`src/rtl/airlock_pkg.sv`:
```
// Shared airlock types and default pressure thresholds,
// used by the arrival and departure workflows.
package airlock_pkg;

  typedef enum logic [3:0] {
    S_IDLE       = 4'd0,
    S_SEAL       = 4'd1,
    S_EVAC       = 4'd2,
    S_OUTER_OPEN = 4'd3,
    S_DOCK       = 4'd4,
    S_FILL       = 4'd5,
    S_INNER_OPEN = 4'd6,
    S_EXIT       = 4'd7,
    S_DONE       = 4'd8,
    S_ABORT      = 4'd9
  } state_t;

  localparam logic [7:0] AIR_LOW_P   = 8'd10;
  localparam logic [7:0] AIR_HIGH_LO = 8'd90;
  localparam logic [7:0] AIR_HIGH_HI = 8'd110;

endpackage

```
`src/rtl/arrival_workflow_start_edge.sv`:
```
// Start rise detector. A start held high through reset release
// must go low once before it can register a rise.
module start_edge (
  input  logic clock,
  input  logic reset,
  input  logic start,
  output logic rise
);

  logic r_start;
  logic r_armed;

  always_ff @(posedge clock or posedge reset) begin
    if (reset) begin
      r_start <= 1'b0;
      r_armed <= 1'b0;
    end else begin
      r_start <= start;
      r_armed <= r_armed | ~start;
    end
  end

  assign rise = start & ~r_start & r_armed;

endmodule

```
`src/rtl/arrival_workflow.sv`:
```
// Airlock arrival sequencer: seal, evacuate, dock, refill, exit.
// Optional pump-phase timeout abort under ARRIVAL_TIMEOUT_EN.
module arrival_workflow
  import airlock_pkg::*;
#(
  parameter logic [7:0] LOW_P   = AIR_LOW_P,
  parameter logic [7:0] HIGH_LO = AIR_HIGH_LO,
  parameter logic [7:0] HIGH_HI = AIR_HIGH_HI
`ifdef ARRIVAL_TIMEOUT_EN
  ,
  parameter logic [7:0] TIMEOUT_TICKS = 8'd12
`endif
) (
  input  logic       clock,
  input  logic       reset,
  input  logic       start,
  input  logic       five_sec,
  input  logic       od_closed,
  input  logic       id_closed,
  input  logic [7:0] pressure,
  output logic       busy,
  output logic       start_pressurizing,
  output logic       start_depressurizing,
  output logic       done,
  output logic       fault,
  output logic [3:0] state
);

  state_t r_state;
  logic   r_busy;
  logic   r_pres;
  logic   r_dep;
  logic   r_done;
  logic   w_rise;
  logic   w_low;
  logic   w_high;
  logic   w_over;

  start_edge u_start_edge (
    .clock (clock),
    .reset (reset),
    .start (start),
    .rise  (w_rise)
  );

  assign w_low  = pressure < LOW_P;
  assign w_high = (pressure > HIGH_LO) && (pressure < HIGH_HI);
  assign w_over = pressure >= HIGH_HI;

`ifdef ARRIVAL_TIMEOUT_EN
  logic       r_fault;
  logic [7:0] r_cnt;
  logic       w_tmo;

  assign w_tmo = five_sec && (r_cnt + 8'd1 == TIMEOUT_TICKS);
  assign fault = r_fault;
`else
  assign fault = 1'b0;
`endif

  always_ff @(posedge clock or posedge reset) begin
    if (reset) begin
      r_state <= S_IDLE;
      r_busy  <= 1'b0;
      r_pres  <= 1'b0;
      r_dep   <= 1'b0;
      r_done  <= 1'b0;
`ifdef ARRIVAL_TIMEOUT_EN
      r_fault <= 1'b0;
      r_cnt   <= 8'd0;
`endif
    end else begin
      unique case (r_state)
        S_IDLE: if (w_rise) begin
          r_state <= S_SEAL;
          r_busy  <= 1'b1;
        end
        S_SEAL: if (od_closed && id_closed) begin
          if (w_low) begin
            r_state <= S_OUTER_OPEN;
          end else begin
            r_state <= S_EVAC;
            r_dep   <= 1'b1;
`ifdef ARRIVAL_TIMEOUT_EN
            r_cnt   <= 8'd0;
`endif
          end
        end
        S_EVAC: begin
          if (w_low) begin
            r_state <= S_OUTER_OPEN;
            r_dep   <= 1'b0;
          end
`ifdef ARRIVAL_TIMEOUT_EN
          else if (w_tmo) begin
            r_state <= S_ABORT;
            r_dep   <= 1'b0;
            r_fault <= 1'b1;
          end else if (five_sec) begin
            r_cnt <= r_cnt + 8'd1;
          end
`endif
        end
        S_OUTER_OPEN: if (!od_closed && five_sec) begin
          r_state <= S_DOCK;
        end
        S_DOCK: if (od_closed) begin
          r_state <= S_FILL;
          r_pres  <= 1'b1;
`ifdef ARRIVAL_TIMEOUT_EN
          r_cnt   <= 8'd0;
`endif
        end
        S_FILL: begin
          if (w_high) begin
            r_state <= S_INNER_OPEN;
            r_pres  <= 1'b0;
            r_dep   <= 1'b0;
          end
`ifdef ARRIVAL_TIMEOUT_EN
          else if (w_tmo) begin
            r_state <= S_ABORT;
            r_pres  <= 1'b0;
            r_dep   <= 1'b0;
            r_fault <= 1'b1;
          end
`endif
          else begin
            // overshoot: vent until back inside the window
            if (w_over) begin
              r_pres <= 1'b0;
              r_dep  <= 1'b1;
            end
`ifdef ARRIVAL_TIMEOUT_EN
            if (five_sec) r_cnt <= r_cnt + 8'd1;
`endif
          end
        end
        S_INNER_OPEN: if (!id_closed) begin
          r_state <= S_EXIT;
        end
        S_EXIT: if (id_closed) begin
          r_state <= S_DONE;
          r_done  <= 1'b1;
          r_busy  <= 1'b0;
        end
        S_DONE: begin
          r_state <= S_IDLE;
          r_done  <= 1'b0;
        end
`ifdef ARRIVAL_TIMEOUT_EN
        S_ABORT: if (w_rise) begin
          r_state <= S_IDLE;
          r_busy  <= 1'b0;
          r_fault <= 1'b0;
        end
`endif
        default: begin
          r_state <= S_IDLE;
          r_busy  <= 1'b0;
          r_pres  <= 1'b0;
          r_dep   <= 1'b0;
          r_done  <= 1'b0;
        end
      endcase
    end
  end

  assign busy                 = r_busy;
  assign start_pressurizing   = r_pres;
  assign start_depressurizing = r_dep;
  assign done                 = r_done;
  assign state                = r_state;

endmodule

```
`config.mk`:
```
export PLATFORM = sky130hd
export DESIGN_NAME = arrival_workflow
export DESIGN_NICKNAME = d
export VERILOG_FILES = /design/src/rtl/airlock_pkg.sv /design/src/rtl/arrival_workflow_start_edge.sv /design/src/rtl/arrival_workflow.sv
export SDC_FILE = /design/constraint.sdc
export NUM_CORES = 1
export LEC_CHECK = 0
export BUFFER_PORTS_ARGS = -buffer_cell sky130_fd_sc_hd__buf_2
export CORE_MARGIN = 2
export CORE_UTILIZATION = 49
export DETAILED_ROUTE_END_ITERATION = 8
export GPL_TIMING_DRIVEN = 0
export HOLD_SLACK_MARGIN = 0.06
export PLACE_DENSITY = 0.74
export SETUP_SLACK_MARGIN = 0.15
export SKIP_CTS_REPAIR_TIMING = 1
export SYNTH_ARGS = -nofsm -noshare
export SYNTH_HDL_FRONTEND = slang
export SYNTH_HIERARCHICAL = 1
export SYNTH_SLANG_ARGS = --single-unit
```
`constraint.sdc`:
```
create_clock -name clock -period 2 [get_ports clock]
set_clock_uncertainty 0.05 [all_clocks]
set_input_delay 0.4 -clock clock [delete_from_list [all_inputs] [get_ports clock]]
set_output_delay 0.4 -clock clock [all_outputs]
set_load 0.005 [all_outputs]
```
== After elaboration in Yosys (flattened, before gate mapping) ==
Cells that the tools add are included.
Widths: inputs -> output; s select.
Word-level totals
  register bits: 10
  input port bits: 14
  output and inout bits: 9
  logic and storage cells: 77
Operators by class
  $lt $le $gt $ge: 4
  equal/unequal tests: 18
  multiplexer cells: 25
  bitwise operators: 9
  reductions and logical operators: 14
Operators with widths (count)
  $mux 4: 8
  $pmux 4 s8: 1
  $reduce_or 7->1: 3
  $eq 4x3->1 const B: 4
  $ne 2x2->1 const B: 8
  $mux 1: 12
  $eq 4x2->1 const B: 2
  $ge 8x7->1 const B: 1
  $gt 8x7->1 const B: 1
  $lt 8x4->1 const B: 1
  $lt 8x7->1 const B: 1
  $reduce_and 8->1: 1
  $not 1->1: 6
  $pmux 1 s3: 2
  $reduce_and 3->1: 2
  $reduce_or 6->1: 1
  $reduce_and 5->1: 1
  $eq 4x1->1 const B: 1
  $eq 4x4->1 const B: 1
  $logic_not 4->1: 1
  $pmux 1 s4: 1
  $logic_and 1x1->1: 3
  $ne 3x3->1 const B: 1
  $and 1x1->1: 2
  5 further kinds: 5

== Longest topological paths before layout ==
  word-level depth: 5
  depth in mapped cells: 6
  mapped depth without buffers: 6

== Cells and area by module ==
Netlist, hierarchy kept.
By module, submodules not included
  arrival_workflow: instances 1, cells an instance 79, area an instance 670.6 um^2, sequential area each 200.2 um^2
  start_edge: instances 1, cells an instance 5, area an instance 68.8 um^2, sequential area each 50.0 um^2

== Worst setup path before layout ==
Ideal clock, no wire load.
  path kind: input-to-reg
  from: input pressure[5]
  to: register r_dep (netlist: start_depressurizing)
  setup time: 128 ps
  data arrival time: 1658 ps
  required time: 1822 ps
  path slack: 165 ps
  stages: 5
  cells stage by stage: nor4_4 > nand2_1 > or4_1 > a31oi_1 > mux2_1
On the way
  word-level cells in the longest chain between the ends: 4
  elaborated cells between the ends (all ways): 11
  classes of those cells: 4 x order compare; 3 x eq/ne; 2 x mux; 2 x reduce/logical
Ends and longest elaborated chain
  start, declared: line arrival_workflow.sv:20  | input logic [7:0] pressure,
  $gt 8x7->1 / $lt 8x7->1 (equally long branches): line arrival_workflow.sv:47  | assign w_high = (pressure > HIGH_LO) && (pressure < HIGH_HI);
  $logic_and 1x1->1: line arrival_workflow.sv:47
  $ne 3x3->1 (no line) / $mux 1 (equally long branches)
  $reduce_and 5->1 (no line) / $pmux 1 s4 (equally long branches)
  end signal, assigned: line arrival_workflow.sv:66  | r_dep <= 1'b0;
  end signal, assigned: line arrival_workflow.sv:83  | r_dep <= 1'b1;
  end signal, assigned: line arrival_workflow.sv:92  | r_dep <= 1'b0;
  end, declared: line arrival_workflow.sv:32  | logic r_dep;
Several ways; a longest one is shown, not always the timed one.
A chain may end at the register's enable or synchronous reset.

== Final worst setup path ==
  from: input pressure[7]
  to: register r_state[0] (netlist: state[0])
On the way
  word-level cells in the longest chain between the ends: 4
  elaborated cells between the ends (all ways): 10
  classes of those cells: 3 x order compare; 2 x eq/ne; 3 x mux; 2 x reduce/logical
Ends and longest elaborated chain
  $lt 8x4->1, or another cell as far along: line arrival_workflow.sv:46  | assign w_low = pressure < LOW_P;
  $mux 1 / $logic_and 1x1->1 (equally long branches): line arrival_workflow.sv:79, arrival_workflow.sv:47
  $mux 4 / $ne 2x2->1 (equally long branches)
  $pmux 4 s8 / $reduce_and 8->1 (equally long branches)
  end signal, assigned: line arrival_workflow.sv:75  | r_state <= S_SEAL;
  end signal, assigned: line arrival_workflow.sv:80  | r_state <= S_OUTER_OPEN;
  end signal, assigned: line arrival_workflow.sv:82  | r_state <= S_EVAC;
  end, declared: line arrival_workflow.sv:29  | state_t r_state;
Several ways; a longest one is shown, not always the timed one. The select of a mux whose other input is x is not followed.

==> results summary <==
The total area inside the core boundary comes to 1450 µm². The worst setup path is launched from an input pin. For the worst setup path, the data required time is ~2.1 ns.

Yosys attributes the largest share of cell area to sky130_fd_sc_hd__dfrtp_1, sky130_fd_sc_hd__nor2_1, sky130_fd_sc_hd__a21oi_1. Summing all multi-input logic gate instances after layout gives 459 µm². Counting every instance in the synthesized netlist gives between 80 and 90.

Detailed routing inserted a total of 743 vias. The mean number of vias per cell is 5.85. The quantity of I/O buffers inserted on ports is 21. The share of the Yosys chip area taken by registers is 33.8%. The synthesis warning total is 6. The maximum frequency from static timing analysis came out at 0.556 GHz.

Following the worst setup path forward leads to its endpoint at state[0]. The post-route worst setup slack came out at 0.201 ns. Before antenna repair, the detailed router went through 4 iterations. The total detailed-routing wirelength is 1.83 mm. The area of all placed cells without fillers came out at 958 µm². The area growth from synthesis to layout is 29.6%. The kind of critical path is input pin to flop. The endpoint of the worst register-to-register path is start_depressurizing. The sequential standard cell area is 250 µm².

Setup repair after global routing could not meet its margin everywhere. In the layout the commonest cells are sky130_fd_sc_hd__buf_2, sky130_fd_sc_hd__dfrtp_1, sky130_fd_sc_hd__nor2_1. The pin count of the biggest net entering global routing is 11. The number of distinct library cell variants in the gate-level netlist after synthesis is 41. The floorplan row count came out at 14. In this run the register-to-register setup slack is 0.22 ns.

For this design, the slowest cell found on the critical path is sky130_fd_sc_hd__nor4_2. The critical path goes through buf_8 > nor4_4 > nand2_1 > o2111a_2 > nor4_2 > mux2_4. The count of max-cap constraint violations came out at 0. The final critical-path required period is 1.80 ns. In this run, CTS created clock tree buffers numbering 3. The die span in y is ~43 µm. The via count of the first global-routing pass came out at roughly 650. The clock transition at the registers of the reported paths is 0.06 ns. The length in cells of the worst reg-to-reg path is 5. The utilization of the core after routing is 65.9%. The total overflow left after global routing is 0.

The number of design rule violations left after detail routing is 0. The highest fanout seen on the critical path is 4. STA classifies the critical path endpoint as a flop. The total count of hold-check failures in the final report came to 0.

The initial antenna violation count is 0. The area of the die came out at 1840 µm². Before CTS, the worst setup slack after placement is -0.148 ns.

The run finished with clean final reports. The post-route antenna net violation count came out at 0. The first global-routing pass estimated ~2.8 mm of wire. The area after detailed placement came out at 865 µm². The net count after synthesis came out at 98.

The initial core utilization came out at 50.9%. The number of top-level pins came out at 23. The largest voltage drop on the vdd net is between 0.5 and 0.6 mV. The clock insertion delay at the later pin of the skew report came out at 0.26 ns.

The power density normalized to cell area is ~1300 nW/µm². The per-instance average area after synthesis is 8.80 µm². Setup violations remaining at the end of the flow were counted as 0. At the end of the flow, the number of nets in the layout was around 130. The estimated wirelength of the detail-placed design came out at 1.32 mm.

The maximum count of clock buffers along a single path is 2. The peak per-stage delay on the critical path came out at about 0.33 ns. The final number of max-transition violations came to 0. The routability-driven placement congestion ratio came out at 0.862.

In the finished design, the share of the clock period the worst path needs comes to 89.9%. Cells with a size suffix above 1 make up 36.0% of the layout. The global-route total usage across every layer came out at 20.3%.

In this run the number of H-tree levels came out at 1. The number of flip-flops and latches in the synthesized netlist came out at 10. In this run the worst setup path begins at pressure[7]. The fill cell total of the finished layout came out at 140. The number of DRC markers in iteration 0 is 28. The worst hold slack came out at 0.224 ns. The library cell used most frequently in the layout, excluding fill and tap cells, is sky130_fd_sc_hd__buf_2.

The CTS tree is done. The tree is rooted in a sky130_fd_sc_hd__clkbuf_4. The launch point of the worst reg-to-reg path is state[1]. The die width is 42.8 µm. The min-delay analysis places its worst path in the category input pin to flop. The number of antenna diodes in the final layout is 0.

The proportion of netlist area held by the largest area contributor is 33.8%. The average routed wire per standard cell came out at 14.4 µm. The static power due to leakage came out at 0.420 nW. sky130_fd_sc_hd__dfrtp_1 takes more of the synthesized area than any other cell.

Data on the critical path arrives at its endpoint at around 1.9 ns. The area of the mapped netlist is 739 µm². The CTS sink count came out at 10.
## per-layer routing
layer,track usage (%),vias to the layer above,wire (µm)
met5,0,-,0
met4,9.38,0,10
met3,4.26,2,94
met2,31.5,28,911
met1,26.7,349,815
li1,-,364,-
## flip-flops by register name, indices dropped and copies added (netlist names)
| signal | count |
|---|---|
| state | 4 |
| busy | 1 |
| done | 1 |
| start_depressurizing | 1 |
| start_pressurizing | 1 |
| u_start_edge/r_armed | 1 |
| u_start_edge/r_start | 1 |
## cell usage after synthesis (all sizes together)
library cell and number:
nand2b 3, xnor2 1, and3b 1, nor2 7, nand3 4, o21ai 6
o22ai 1, a311oi 1, nand2 6, nor4 3, clkbuf 2, nand3b 3
o2bb2ai 1, buf 4, o41ai 1, inv 4, nor2b 1, or3b 1
o2111a 1, nand4bb 1, conb 1, and2 1, nand4b 1, a21o 1
a31oi 2, a21oi 6, dfrtp 10, nor3 1, o21bai 1, o211ai 1
o221ai 1, nor3b 1, or4 3, mux2 2
## final cells by class
class                      instances  share of cell area [%]
multi-input combinational         64                    47.9
clock buffer                       3                    2.35
timing repair buffer              24                    15.3
inverter                           4                    1.57
tap                               16                    2.09
sequential                        10                    26.1
buffer                             6                    4.70
## per-stage QoR
step | total power, mW | instances | setup TNS, ns
detailed placement | 1.01 | 121 | -0.310
floorplan | 0.832 | 84 | 0
global placement | 1.00 | 121 | -0.148
global route | 1.31 | 127 | 0
CTS | 1.16 | 124 | 0
finish | 1.23 | 127 | 0
## how the worst min path moves through the flow
stage          cells after the start              endpoint  slack, ns  startpoint
2_1_floorplan                      1  u_start_edge/r_armed       0.09       reset
3_3_place_gp                       2  u_start_edge/r_armed       0.21       reset
3_5_place_dp                       2  u_start_edge/r_start       0.21       reset
4_1_cts                            2  u_start_edge/r_armed      -0.07       reset
5_1_grt                            1  u_start_edge/r_start       0.22       start
6_report                           1  u_start_edge/r_start       0.22       start
## critical path, delay by kind of cell
| family | cells | cell delay, ns |
|---|---|---|
| and+or+nand+nor | 3 | 0.77 |
| buffers and inverters | 1 | 0.10 |
| AOI/OAI and AO/OA | 1 | 0.29 |
| muxes | 1 | 0.33 |
## kinds of logic (layout without fill, tap and decap cells)
family | Yosys count | in the layout | synth area share (%)
flip-flops | 10 | 10 | 33.8
XOR/XNOR | 1 | 1 | 1.18
AO/OA/AOI/OAI | 23 | 23 | 21.2
other | 1 | 1 | 0.507
buffers and inverters | 10 | 37 | 7.27
AND/OR/NAND/NOR | 37 | 37 | 32.5
multiplexers | 2 | 2 | 3.55
## power breakdown
part	total, mW	switching, mW	internal [mW]
combinational	0.780	0.409	0.371
sequential	0.309	0.0372	0.272
clock	0.136	0.0661	0.0694
total	1.23	0.512	0.713
Power figures use the tool's default switching activity.
